==> src/rtl/chain_mod.sv <==
`default_nettype none
// ============================================================================
// Module   : chain_mod
// Brief    : Systolic fixed-point multiply-accumulate processing element.
//            Optional macro CHAIN_MOD_SATURATE_EN clamps product and sum.
// Revision : 1.0 - initial release
// ============================================================================
module chain_mod #(
    parameter int BIT_RES   = 32,
    parameter int FRAC_BITS = 23
) (
    input  logic               clk,
    input  logic               reset,
    input  logic [BIT_RES-1:0] numInSide,
    output logic [BIT_RES-1:0] numOutSide,
    input  logic [BIT_RES-1:0] numInTop,
    output logic [BIT_RES-1:0] numOutTop,
    output logic [BIT_RES-1:0] sum
);

`ifdef CHAIN_MOD_SATURATE_EN
    localparam logic [BIT_RES-1:0] c_MAX = {1'b0, {(BIT_RES-1){1'b1}}};
    localparam logic [BIT_RES-1:0] c_MIN = {1'b1, {(BIT_RES-1){1'b0}}};
`endif

    logic [BIT_RES-1:0]          r_side;
    logic [BIT_RES-1:0]          r_top;
    logic [BIT_RES-1:0]          r_sum;
    logic signed [2*BIT_RES-1:0] w_prodFull;
    logic signed [2*BIT_RES-1:0] w_prodShift;
    logic [BIT_RES-1:0]          w_prod;
    logic [BIT_RES:0]            w_sumWide;
    logic [BIT_RES-1:0]          w_sumNext;

    assign w_prodFull  = (2*BIT_RES)'($signed(numInSide)) * (2*BIT_RES)'($signed(numInTop));
    // Arithmetic shift of the signed product gives floor (toward -inf) rounding.
    assign w_prodShift = w_prodFull >>> FRAC_BITS;
    assign w_sumWide   = {r_sum[BIT_RES-1], r_sum} + {w_prod[BIT_RES-1], w_prod};

    always_comb begin
`ifdef CHAIN_MOD_SATURATE_EN
        w_prod = w_prodShift[BIT_RES-1:0];
        // Upper bits not all copies of the sign bit means the product left the range.
        if (w_prodShift[2*BIT_RES-1:BIT_RES-1] != {(BIT_RES+1){w_prodShift[2*BIT_RES-1]}}) begin
            w_prod = w_prodShift[2*BIT_RES-1] ? c_MIN : c_MAX;
        end
        w_sumNext = w_sumWide[BIT_RES-1:0];
        if (w_sumWide[BIT_RES] != w_sumWide[BIT_RES-1]) begin
            w_sumNext = w_sumWide[BIT_RES] ? c_MIN : c_MAX;
        end
`else
        w_prod    = BIT_RES'(w_prodShift);
        w_sumNext = BIT_RES'(w_sumWide);
`endif
    end

    always_ff @(posedge clk) begin
        if (reset) begin
            r_side <= '0;
            r_top  <= '0;
            r_sum  <= '0;
        end else begin
            r_side <= numInSide;
            r_top  <= numInTop;
            r_sum  <= w_sumNext;
        end
    end

    assign numOutSide = r_side;
    assign numOutTop  = r_top;
    assign sum        = r_sum;

endmodule
`default_nettype wire

==> config.mk <==
export PLATFORM = sky130hd
export DESIGN_NAME = chain_mod
export DESIGN_NICKNAME = d
export VERILOG_FILES = /design/src/rtl/chain_mod.sv
export SDC_FILE = /design/constraint.sdc
export NUM_CORES = 2
export LEC_CHECK = 0
export ABC_AREA = 1
export CORE_MARGIN = 2
export CORE_UTILIZATION = 65
export DETAILED_ROUTE_END_ITERATION = 16
export GPL_TIMING_DRIVEN = 0
export PLACE_DENSITY = 0.85
export SLEW_MARGIN = 10
export SYNTH_ARGS = -nofsm -noshare
export SYNTH_HDL_FRONTEND = slang
export SYNTH_SLANG_ARGS = --single-unit
==> constraint.sdc <==
create_clock -name clk -period 17.01 [get_ports clk]
set_input_delay 5.103 -clock clk [delete_from_list [all_inputs] [get_ports clk]]
set_output_delay 5.103 -clock clk [all_outputs]
set_load 0.03 [all_outputs]
==> results.md <==
* Status: finished, final reports clean
* Clock slew at reported path FFs at 0.08 ns
* Min Tclk post-route at 14.93 ns
* Cell with the most instances after synthesis: inv_1
* Unrepaired setup endpoints after global routing: no
* Die width at 247 um
* Worst skew pair latency at 0.41 ns
* Cell count after synthesis at 4916
* Yosys Warn Count at 0
* Number of max-cap violations at 0
* Vias in the first global route at 33638
* Fmax achieved at 67.0 MHz
* CTS H-tree depth at 3
* GPL Wtd Cong at 1.06
* Synth top area share at 0.505
* DIE HEIGHT at 247 um
* Most frequent cell on the critical path: fa_1
* Post-route ant nets at 0
* Clk sinks at 96
* Worst EP required at 17.31 ns
* Port Buffers at 118
* Cell chosen for the clock root: clkbuf_16
* Startpoint types: input port
* WL per Instance at 23.6 um
* Initial antenna violation count at 10
* Synthesized area at 38400 um^2
* Setup crit end kind: flip-flop
* Slew @ Worst Pin at 1.35 ns
* Final Max Slew Viols at 0
* Hold path depth at 3
* WHS Endpoint: sum[0]$_SDFF_PP0_
* Fin. Hold Viols at 0
* Critical path class: input port to flip-flop
* FF-to-FF setup slack at 14.49 ns
* Final setup fails at 0
* Final setup TNS at 0 ns
* FF-to-FF End: sum[26]$_SDFF_PP0_
* Post_cts resized at 0
* Rows at 89
* Crit path max fanout at 10
* Layout cells sized above 1 at 0.00871
* EDFF count, synth at 0
* Nets at 6281
* CTS buffer count at 9
* First-pass GRT wire length at 206000 um
* Post-CTS Setup Repair Bufs at 0
* CTS tree: done
* Syn Nets at 6152
* Post-synth top flop: dfxtp_1
* Synth top cells by count: inv_1 (1549), nand2_1 (1265), fa_1 (968)
* Via count at 32728
* Hold path start: sum[0]$_SDFF_PP0_
* Top post-synthesis cells by area: fa_1 (50%), inv_1 (15%), nand2_1 (12%)
* Sequential share of the synthesized area at 0.0501
* Starting Density at 0.654
* First drt pass iteration count at 9
* Via density at 5.61
* Worst path arrival time at 15.23 ns
* Hold buffers post-CTS at 0
* Ys async rst share at 0
* Total Die Area at 61000 um^2
* Reg2reg start: sum[0]$_SDFF_PP0_
* DR iter-0 viols at 3104
* I/O pin count at 162
* Drt drc at 0
* Grt ovf at 0
* Synth cell types at 38
* Final wirelength at 138000 um
* Leading area contributor after synthesis: fa_1
* Fin crit share at 0.878
* Avg Inst Size Synth at 7.81 um^2
* Yosys reg bits at 96
* Slowest stage delay, CP at 1.00 ns
* Area Growth Syn to Fin at 6.46%
* Global Route Usage Sum at 0.474
* Relative slew slack at 0.101
* HPWL Detailed at 118000 um
* Hold Crit Class: flip-flop to flip-flop
* Critical path's slowest cell: clkbuf_1
* Fin Clk Skew at 0.0192 ns
* Largest net degree at the start of global routing at 19
* Clk buf depth at 2
* Worst R2R Path Depth at 14
* Core Area at 58700 um^2
[cells by family (layout without fill, tap and decap cells)]
group / count (synthesis) / count (layout) / share of synthesized area
buf+inv: 1786 / 1920 / 0.175
compound gates: 273 / 273 / 0.0404
fa+ha+maj: 1170 / 1170 / 0.571
flops: 96 / 96 / 0.0501
xor+xnor: 31 / 31 / 0.00707
other cells: 0 / 7 / 0
simple gates: 1560 / 1560 / 0.156
[flip-flops by register name, indices dropped and copies added (netlist names)]
| register | count |
|---|---|
| numOutSide | 32 |
| sum | 32 |
| numOutTop | 32 |
[metrics by stage]
stage          std cells  hold slack [ns]  utilization  setup slack [ns]  cell area (um^2)
6_report            5830            0.603        0.696              2.08             40900
5_1_grt             5823            0.659        0.696              1.66             40800
4_1_cts             5823            0.608        0.696              2.38             40800
3_5_place_dp        5807            0.584        0.691              2.03             40500
3_3_place_gp        5807            0.565        0.691              1.95             40500
2_1_floorplan       4916            0.793            -              4.25             38400
[how the worst max path moves through the flow]
| stage | cells after the start | from | to |
|---|---|---|---|
| 6_report | 37 | numInTop[26] | sum[22]$_SDFF_PP0_ |
| 5_1_grt | 34 | numInTop[26] | sum[31]$_SDFF_PP0_ |
| 4_1_cts | 37 | numInTop[26] | sum[22]$_SDFF_PP0_ |
| 3_5_place_dp | 37 | numInTop[26] | sum[22]$_SDFF_PP0_ |
| 3_3_place_gp | 34 | numInTop[26] | sum[31]$_SDFF_PP0_ |
| 2_1_floorplan | 36 | numInSide[31] | sum[31]$_SDFF_PP0_ |
[routing by layer]
| metal | part of all wire | GRT usage |
|---|---|---|
| met4 | 0.079 | 0.300 |
| met1 | 0.34 | 0.577 |
| met2 | 0.43 | 0.702 |
| met3 | 0.15 | 0.190 |
| met5 | 0.0024 | 0.00899 |
[critical path: cells and delay by family]
family | cells | cell delay [ns]
compound gates | 4 | 0.56
xor+xnor | 1 | 0.41
fa+ha+maj | 10 | 4.97
buf+inv | 9 | 2.56
simple gates | 13 | 1.54
[area by class of cell]
type	instances	area (um^2)
clock inverter	7	86.3
multi-input combinational	3034	29700
tap	773	967
antenna	7	17.5
fill	4981	17800
clock buffer	9	225
buffer	237	911
inverter	1549	5810
sequential	96	1920
timing repair buffer	118	1180
[cell usage in the layout, fill, tap and decap left out, drive strengths merged, types with 4 or more instances in the layout]
cell / count
inv: 1553
nand2: 1268
fa: 968
clkbuf: 228
nor2: 211
ha: 202
a21oi: 136
clkdlybuf4s50: 118
dfxtp: 96
o21ai: 82
nand3: 48
xor2: 18
buf: 18
xnor2: 13
o21bai: 13
o21a: 12
nor3: 12
a21o: 8
diode: 7
nand4: 7
nor4: 7
a21boi: 6
o211ai: 5
a221oi: 4
Power is left out: the tool's default activity adds up to more than one toggle a clock period on the data nets, which glitch-free logic cannot reach.
